[src/rtl/com_tr_ctrl.sv]
// rtl/com_tr_ctrl.sv - error counters, threshold irq and self-test scheduler for a com_tr detector bank
module com_tr_ctrl #(
  parameter int N_CH       = 4,
  parameter int CNT_WIDTH  = 16,
  parameter int ST_TIMEOUT = 4
) (
  input  logic                      clk_i,
  input  logic                      rstn_i,
  input  logic [N_CH-1:0]           en_i,
  input  logic [N_CH-1:0]           error_i,
  input  logic                      clear_i,
  input  logic [CNT_WIDTH-1:0]      threshold_i,
  input  logic                      st_start_i,
  output logic [N_CH-1:0]           inject_o,
  output logic [N_CH*CNT_WIDTH-1:0] count_o,
  output logic [N_CH-1:0]           sticky_o,
  output logic                      irq_o,
  output logic                      st_busy_o,
  output logic                      st_done_o,
  output logic                      st_pass_o,
  output logic [N_CH-1:0]           st_fail_ch_o
);

  localparam int CH_W = $clog2(N_CH + 1);
  localparam int TM_W = $clog2(ST_TIMEOUT + 1);

  typedef enum logic [2:0] {S_IDLE, S_SEL, S_INJECT, S_WAIT, S_DONE} state_t;

  state_t               state_q, state_d;
  logic [CH_W-1:0]      ch_q, ch_d;
  logic [TM_W-1:0]      timer_q, timer_d;
  logic [N_CH-1:0]      inject_q, inject_d;
  logic [N_CH-1:0]      fail_q, fail_d;
  logic [N_CH-1:0]      sticky_q, sticky_d;
  logic                 busy_q, busy_d;
  logic                 done_q, done_d;
  logic                 pass_q, pass_d;
  logic                 irq_q, irq_d;
  logic [CNT_WIDTH-1:0] cnt_q [N_CH];
  logic [CNT_WIDTH-1:0] cnt_d [N_CH];

  logic [N_CH-1:0]      sel;
  logic [N_CH-1:0]      inc;
  logic                 ch_valid;
  logic                 cur_err;
  logic                 cur_en;
  logic                 timeout;

  // Decode the channel currently addressed by the self-test
  always_comb begin
    sel = '0;
    for (int k = 0; k < N_CH; k++) begin
      sel[k] = (ch_q == CH_W'(k));
    end
    ch_valid = (ch_q < CH_W'(N_CH));
    cur_err  = |(error_i & sel);
    cur_en   = |(en_i & sel);
    timeout  = (timer_q == TM_W'(ST_TIMEOUT - 1));
  end

  // Saturating counters, sticky flags and irq; the channel under injection is masked
  always_comb begin
    inc      = error_i & en_i & ~(((state_q == S_INJECT) || (state_q == S_WAIT)) ? sel : '0);
    sticky_d = sticky_q;
    irq_d    = 1'b0;
    for (int k = 0; k < N_CH; k++) begin
      cnt_d[k] = cnt_q[k];
      if (clear_i) begin
        cnt_d[k] = '0;
      end else if (inc[k]) begin
        sticky_d[k] = 1'b1;
        if (cnt_q[k] != '1) cnt_d[k] = cnt_q[k] + CNT_WIDTH'(1);
      end
      if (en_i[k] && (threshold_i != '0) && (cnt_d[k] >= threshold_i)) irq_d = 1'b1;
    end
    if (clear_i) sticky_d = '0;
  end

  // Self-test next-state: walk channels, inject, wait for the detector to respond
  always_comb begin
    state_d = state_q;
    ch_d    = ch_q;
    timer_d = timer_q;
    case (state_q)
      S_IDLE: begin
        if (st_start_i) begin
          state_d = S_SEL;
          ch_d    = '0;
        end
      end
      S_SEL: begin
        if (!ch_valid)    state_d = S_DONE;
        else if (!cur_en) ch_d    = ch_q + CH_W'(1);
        else              state_d = S_INJECT;
      end
      S_INJECT: begin
        state_d = S_WAIT;
        timer_d = '0;
      end
      S_WAIT: begin
        if (cur_err || timeout) begin
          state_d = S_SEL;
          ch_d    = ch_q + CH_W'(1);
        end else begin
          timer_d = timer_q + TM_W'(1);
        end
      end
      S_DONE:  state_d = S_IDLE;
      default: state_d = S_IDLE;
    endcase
  end

  // Self-test outputs, all registered from the upcoming state
  always_comb begin
    inject_d = (state_d == S_INJECT) ? sel : '0;
    busy_d   = (state_d == S_SEL) || (state_d == S_INJECT) || (state_d == S_WAIT);
    done_d   = (state_d == S_DONE);
    fail_d   = fail_q;
    pass_d   = pass_q;
    if ((state_q == S_IDLE) && st_start_i)           fail_d = '0;
    if ((state_q == S_WAIT) && !cur_err && timeout)  fail_d = fail_q | sel;
    if (state_d == S_DONE)                           pass_d = (fail_q == '0);
  end

  // State and output registers
  always_ff @(posedge clk_i or negedge rstn_i) begin
    if (!rstn_i) begin
      state_q  <= S_IDLE;
      ch_q     <= '0;
      timer_q  <= '0;
      inject_q <= '0;
      fail_q   <= '0;
      sticky_q <= '0;
      busy_q   <= 1'b0;
      done_q   <= 1'b0;
      pass_q   <= 1'b0;
      irq_q    <= 1'b0;
      for (int k = 0; k < N_CH; k++) cnt_q[k] <= '0;
    end else begin
      state_q  <= state_d;
      ch_q     <= ch_d;
      timer_q  <= timer_d;
      inject_q <= inject_d;
      fail_q   <= fail_d;
      sticky_q <= sticky_d;
      busy_q   <= busy_d;
      done_q   <= done_d;
      pass_q   <= pass_d;
      irq_q    <= irq_d;
      for (int k = 0; k < N_CH; k++) cnt_q[k] <= cnt_d[k];
    end
  end

  for (genvar g = 0; g < N_CH; g++) begin : g_cnt
    assign count_o[g*CNT_WIDTH +: CNT_WIDTH] = cnt_q[g];
  end

  assign inject_o     = inject_q;
  assign sticky_o     = sticky_q;
  assign irq_o        = irq_q;
  assign st_busy_o    = busy_q;
  assign st_done_o    = done_q;
  assign st_pass_o    = pass_q;
  assign st_fail_ch_o = fail_q;

endmodule

[config.mk]
export PLATFORM = sky130hd
export DESIGN_NAME = com_tr_ctrl
export DESIGN_NICKNAME = d
export VERILOG_FILES = /design/src/rtl/com_tr_ctrl.sv
export SDC_FILE = /design/constraint.sdc
export NUM_CORES = 1
export LEC_CHECK = 0
export CAP_MARGIN = 0
export CORE_MARGIN = 2
export CORE_UTILIZATION = 54
export CTS_CLUSTER_DIAMETER = 30
export CTS_CLUSTER_SIZE = 30
export DETAILED_ROUTE_END_ITERATION = 7
export PLACE_DENSITY = 0.91
export SYNTH_ARGS = -nofsm -noshare
export SYNTH_HDL_FRONTEND = slang
export SYNTH_SLANG_ARGS = --single-unit
[constraint.sdc]
create_clock -name clk_i -period 4.2 [get_ports clk_i]
set_clock_uncertainty 0.2 [all_clocks]
set_input_delay 1.26 -clock clk_i [delete_from_list [all_inputs] [get_ports clk_i]]
set_output_delay 1.26 -clock clk_i [all_outputs]
set_load 0.02 [all_outputs]
==> results.py, run 1 <==
metrics = {
    "power": {
        "leakage_uw": 0.00354,
        "power_uw": 2270,
        "power_density_nw_per_um2": 300,
        "irDropWorstVdd_uv": 306,
    },
    "clock_tree": {
        "clk-insertion-delay-late_ns": 0.38,
        "ctsResizeCount": 0,
        "clk_pin_slew_ns": 0.09,
        "clock_path_buffers": 2,
        "cts_hold_buf": 0,
        "root_buffer": "clkbuf_8",
        "numCtsBuffers": 9,
        "h-tree-depth": 3,
        "post_cts_buffers": 0,
        "cts_num_sinks": 89,
        "tritoncts": "yes",
    },
    "min_path": {
        "hold_class": "register to register",
        "min_from": "sticky_o[3]",
        "hold_end": "sticky_o[3]",
        "hold_path_depth": 2,
    },
    "detailed_routing": {
        "ant_nets": 0,
        "vias": 5437,
        "drcViolationCount": 0,
        "via_per_inst": 6.01,
        "wirelength_mm": 16.5,
        "wl_per_cell_um": 18.3,
        "dr.pass1.iters": 4,
        "drt_iter0_drc": 434,
    },
    "cells_and_area": {
        "antenna_cells": 0,
        "drive_gt1_share_pct": 9.69,
        "multi_input_area_um2": 3560,
        "area_growth_syn_to_layout_pct": 27.3,
        "finish.net_count": 862,
        "regArea_um2": 2230,
        "final_core_util_pct": 70.3,
        "fillers": 777,
    },
    "global_routing": {
        "overflow": 0,
        "grt_use_total_pct": 29.1,
        "grt_max_degree": 47,
        "grt_pass1_vias": 5477,
        "grt_first_pass_wirelength_mm": 26.8,
        "antenna_found_initial": 0,
    },
    "logic_synthesis": {
        "synth_seq_cells": 89,
        "synth_warnings": 0,
        "synth_ff_type": "dfrtp_1",
        "yosysUniqueCellTypes": 58,
        "synthTopCellsByArea": "dfrtp_1 (37%), ha_1 (16%), nor2_1 (4.8%)",
        "synth_top_area_share_pct": 37.3,
        "synthCells": 621,
        "synth-edff-count": 0,
        "netlist_area_um2": 5960,
        "avgSynthCellArea_um2": 9.60,
        "async_flop_share_pct": 100,
        "synth_nets": 724,
        "seq_area_frac_synth_pct": 37.3,
        "synth.largest_area_cell": "dfrtp_1",
    },
    "sta": {
        "tightest_slew_ns": 0.602,
        "setup_viol": 0,
        "worst_slack_ns": 0.171,
        "slew_headroom_pct": 59.9,
        "period_minus_slack_ns": 4.03,
        "drv_slew": 0,
        "rsz0062_at_grt": "no",
        "finalCritPeriodShare_pct": 95.9,
        "timing.fmax_ghz": 0.248,
        "report.final.hold_viol_count": 0,
    },
    "setup_path": {
        "cp_cell_sequence": "clkdlybuf4s50_1 -> o211ai_1 -> a31oi_4 -> buf_4 -> nand3_1 -> xor2_1 -> nor2_1 -> ha_1 -> nand4_1 -> or2_2 -> a21oi_1 -> and4_1 -> o311ai_0 -> nand4_1",
        "cp_common_cell": "nand4_1",
        "startpoint_type": "primary input",
        "ff2ff_setup_slack_ns": 0.62,
        "crit_family": "compound AO/OA/AOI/OAI gates",
        "reg2reg_from": "ch_q[0]",
        "worstPathMaxFanout": 8,
        "cp_data_required_time_ns": 4.24,
        "critical_path_class": "primary input to register",
        "cp_slowest_cell": "clkdlybuf4s50_1",
        "crit_buf_inv": 2,
        "r2r-end": "irq_o",
        "crit_path_end_kind": "register",
        "cp.arrival_ns": 4.07,
        "cpPeakStageDelay_ns": 0.48,
        "reg2reg_depth": 16,
    },
    "floorplan": {
        "die_x_um": 109,
        "start_util_pct": 55.3,
        "coreArea_um2": 10800,
        "die_y_um": 109,
        "ios": 108,
        "num_rows": 38,
        "dieArea_um2": 11900,
    },
    "place": {
        "place_congestion": 0.979,
        "dp_slack_ns": -0.173,
        "place_hpwl_mm": 12.9,
        "numPortBuffers": 107,
    },
    "run_status": {
        "status": "completed",
    },
    "run": {
        "drv_cap": 0,
    },
}
## per-stage QoR
stage / instance area [µm²] / hold WS [ns] / instances / TNS (ns)
after detailed placement: 7400 / 0.290 / 888 / -0.173
after CTS: 7590 / 0.312 / 904 / 0
after floorplan: 5960 / 0.255 / 621 / 0
final: 7590 / 0.304 / 904 / 0
after global placement: 7400 / 0.270 / 888 / -0.0919
after global routing: 7590 / 0.337 / 904 / 0
## sequential cells by signal (all words and copies together) (netlist names)
| signal | cells |
|---|---|
| ch_q | 3 |
| count_o | 64 |
| inject_o | 4 |
| irq_o | 1 |
| st_busy_o | 1 |
| st_done_o | 1 |
| st_fail_ch_o | 4 |
| st_pass_o | 1 |
| state_q | 3 |
| sticky_o | 4 |
| timer_q | 3 |
## power by group
group          switching, µW  total (µW)  leakage, µW  internal (µW)
registers               73.4         997      0.00122            923
logic                    378         676      0.00222            298
clock network            327         602    0.0000994            275
## synth_stat cells, types with 4 or more instances
library cell and count:
a211oi_1 8, a21o_1 4, a21oi_1 21, and2_1 7, and3_1 15, and4_1 12, clkbuf_1 7, dfrtp_1 89
ha_1 75, inv_1 35, mux2i_1 15, nand2_1 38, nand2b_1 10, nand3_1 34, nand4_1 24, nor2_1 76
nor3_1 13, nor4_1 7, o2111ai_1 5, o21ai_0 20, or2_2 4, xnor2_1 11, xor2_1 31
## worst max-delay path by stage
stage,startpoint,endpoint,slack [ns],cells after the start
global route,error_i[2],irq_o,0.05,14
finish,en_i[2],irq_o,0.17,14
detailed placement,en_i[2],irq_o,-0.17,14
CTS,en_i[2],irq_o,0.22,14
floorplan,en_i[2],irq_o,0.53,13
global placement,en_i[2],irq_o,-0.09,14
## area by class of cell
type / count / share of cell area [%]
sequential: 89 / 29.3
inverter: 35 / 1.73
multi-input combinational: 487 / 46.9
clock inverter: 7 / 0.923
timing repair buffer: 137 / 17.1
tap: 140 / 2.31
clock buffer: 9 / 1.63
## cell families after synthesis
family | after synthesis | synth area share (%)
AO/OA/AOI/OAI | 89 | 11.5
XOR/XNOR | 42 | 6.17
adder cells (fa/ha/maj) | 75 | 15.7
buffers and inverters | 45 | 2.94
flip-flops | 89 | 37.3
multiplexers | 18 | 3.21
AND/OR/NAND/NOR | 263 | 23.1
## tightest hold or removal path, cell delays in order, from the launching register on
cell and delay, ns:
dfrtp_1 0.35, nor2_1 0.05, nor2_1 0.07
## layer usage
metal	GRT usage, %	share of wire, %
met3	5.08	6.9
met5	0	0
met1	36.6	40
met2	48.8	49
met4	13.4	3.8
## cells in the final DEF (no fill, tap or decap), types with 3 or more instances in the layout
master / n
a211o_1: 3
a211oi_1: 8
a21o_1: 4
a21oi_1: 21
a31oi_1: 3
a41oi_1: 3
and2_1: 7
and3_1: 15
and4_1: 12
buf_4: 30
clkbuf_8: 9
clkdlybuf4s50_1: 105
clkinv_2: 3
dfrtp_1: 89
ha_1: 75
inv_1: 35
mux2i_1: 15
nand2_1: 38
nand2b_1: 10
nand3_1: 34
nand4_1: 24
nor2_1: 76
nor2b_1: 3
nor3_1: 13
nor3b_1: 3
nor4_1: 7
o2111ai_1: 5
o21ai_0: 20
or2_2: 4
xnor2_1: 11
xor2_1: 31
(Power assumes the default switching activity.)
==> inputs of run 2 (changes only) <==
Settings changed: CORE_UTILIZATION 54 to 35, PLACE_DENSITY 0.91 to 0.66.
==> results.py, run 2 (synthesis results as in run 1) <==
metrics = {
    "cells_and_area": {
        "largest_register_ffs": 64,
        "regArea_um2": 2230,
        "final_common_cell": "clkdlybuf4s50_1",
        "fillers": 1572,
        "finish.net_count": 872,
        "drive_gt1_share_pct": 11.0,
        "final_cell_mix": "clkdlybuf4s50_1 (105), dfrtp_1 (89), nor2_1 (76)",
        "multi_input_area_um2": 3580,
        "area_growth_syn_to_layout_pct": 33.1,
        "antenna_cells": 0,
    },
    "place": {
        "place_congestion": 0.883,
        "dp_slack_ns": -0.198,
        "place_hpwl_mm": 12.7,
        "numPortBuffers": 107,
    },
    "floorplan": {
        "ios": 108,
        "coreArea_um2": 16600,
        "die_x_um": 135,
        "die_y_um": 135,
        "dieArea_um2": 18100,
        "start_util_pct": 35.8,
        "num_rows": 47,
    },
    "power": {
        "irDropWorstVdd_uv": 399,
        "power_density_nw_per_um2": 327,
        "leakage_uw": 0.00366,
        "power_uw": 2600,
    },
    "sta": {
        "finalCritPeriodShare_pct": 93.5,
        "report.final.hold_viol_count": 0,
        "drv_slew": 0,
        "worst_slack_ns": 0.273,
        "timing.fmax_ghz": 0.255,
        "rsz0062_at_grt": "no",
        "setup_viol": 0,
        "slew_headroom_pct": 47.8,
        "fin_tns_setup_ns": 0,
        "tightest_slew_ns": 0.783,
        "period_minus_slack_ns": 3.93,
    },
    "clock_tree": {
        "cts_num_sinks": 89,
        "root_buffer": "clkbuf_16",
        "h-tree-depth": 3,
        "tritoncts": "yes",
        "clock_path_buffers": 2,
        "post_cts_buffers": 0,
        "cts_hold_buf": 0,
        "clk-insertion-delay-late_ns": 0.35,
        "clk_pin_slew_ns": 0.06,
        "numCtsBuffers": 9,
    },
    "detailed_routing": {
        "ant_nets": 0,
        "drt_iter0_drc": 386,
        "drcViolationCount": 0,
        "vias": 5116,
        "via_per_inst": 5.16,
        "wirelength_mm": 16.6,
        "wl_per_cell_um": 16.7,
        "dr.pass1.iters": 5,
    },
    "global_routing": {
        "antenna_found_initial": 0,
        "grt_use_total_pct": 19.5,
        "grt_pass1_vias": 4990,
        "overflow": 0,
        "grt_first_pass_wirelength_mm": 27.4,
        "grt_max_degree": 57,
    },
    "setup_path": {
        "reg2reg_from": "ch_q[0]",
        "cpPeakStageDelay_ns": 0.47,
        "crit_path_end_kind": "register",
        "cp_cell_sequence": "clkdlybuf4s50_1 -> o211ai_1 -> a31oi_4 -> nand2_1 -> xor2_1 -> nor2_1 -> ha_1 -> a211o_1 -> a21oi_1 -> o21ai_0 -> and4_1 -> o311ai_1 -> nand4_1",
        "r2r-end": "irq_o",
        "cp_data_required_time_ns": 4.21,
        "critical_path_class": "primary input to register",
        "reg2reg_depth": 15,
        "cp.arrival_ns": 3.94,
        "ff2ff_setup_slack_ns": 0.71,
        "worstPathMaxFanout": 5,
        "cp_slowest_cell": "clkdlybuf4s50_1",
        "startpoint_type": "primary input",
    },
    "min_path": {
        "hold_path_depth": 1,
        "hold_end": "timer_q[0]",
        "min_from": "timer_q[0]",
        "hold_class": "register to register",
    },
    "run_status": {
        "status": "completed",
    },
    "run": {
        "drv_cap": 0,
    },
}
[run 2: cell count changes in the layout (fill, tap and decap cells not counted), moves of 2 or more]
cell / delta
o311ai_1: +2
clkbuf_8: -8
a211oi_2: +2
clkinv_2: -3
bufinv_16: +2
buf_4: +9
clkbuf_16: +9
a211oi_1: -2
o311ai_0: -2
[run 2: worst max-delay path by stage]
| stage | from | endpoint | slack [ns] | cells after the start |
|---|---|---|---|---|
| 3_5_place_dp | en_i[3] | irq_o | -0.20 | 13 |
| 3_3_place_gp | en_i[2] | irq_o | -0.15 | 13 |
| 6_report | en_i[2] | irq_o | 0.27 | 13 |
| 4_1_cts | en_i[3] | irq_o | 0.16 | 13 |
| 2_1_floorplan | en_i[2] | irq_o | 0.53 | 13 |
| 5_1_grt | error_i[0] | irq_o | 0.006 | 13 |
[run 2: through the flow]
step / instances / area (µm²) / util (%) / hold WS [ns]
finish: 992 / 7940 / 47.7 / 0.299
floorplan: 621 / 5960 / - / 0.255
CTS: 992 / 7920 / 47.6 / 0.302
global placement: 978 / 7580 / 45.6 / 0.278
detailed placement: 978 / 7580 / 45.6 / 0.291
global route: 992 / 7940 / 47.7 / 0.312
[run 2: area by class of cell]
cell class | count | share of cell area [%]
repair buffers | 147 | 17.5
well taps | 220 | 3.47
clock buffers | 11 | 3.06
flip-flops and latches | 89 | 28.1
multi-input cells | 487 | 45.1
inverters | 35 | 1.65
clock inverters | 3 | 1.13
[run 2: worst max-delay path: cells and delay by family]
family	cells	cell delay, ns
buffers and inverters	1	0.47
and+or+nand+nor	4	0.58
xor gates and xnor gates	1	0.14
adders and majority gates	1	0.27
AOI/OAI and AO/OA	6	1.21
[run 2: metal layers]
layer / GRT usage (%) / vias to the layer above / routed length (µm)
li1: - / 2548 / -
met1: 27.5 / 2401 / 7990
met5: 0 / - / 0
met4: 4.91 / 0 / 191
met3: 5.14 / 17 / 1130
met2: 29.7 / 150 / 7260
[run 2: timing repair]
action,in CTS,in global routing
gates resized for setup,0,7
hold endpoints to repair,0,0
endpoints found under the setup margin,0,1
[run 2: power by group]
part / switching (µW) / internal (µW)
logic: 372 / 302
clock network: 335 / 592
registers: 71.5 / 925
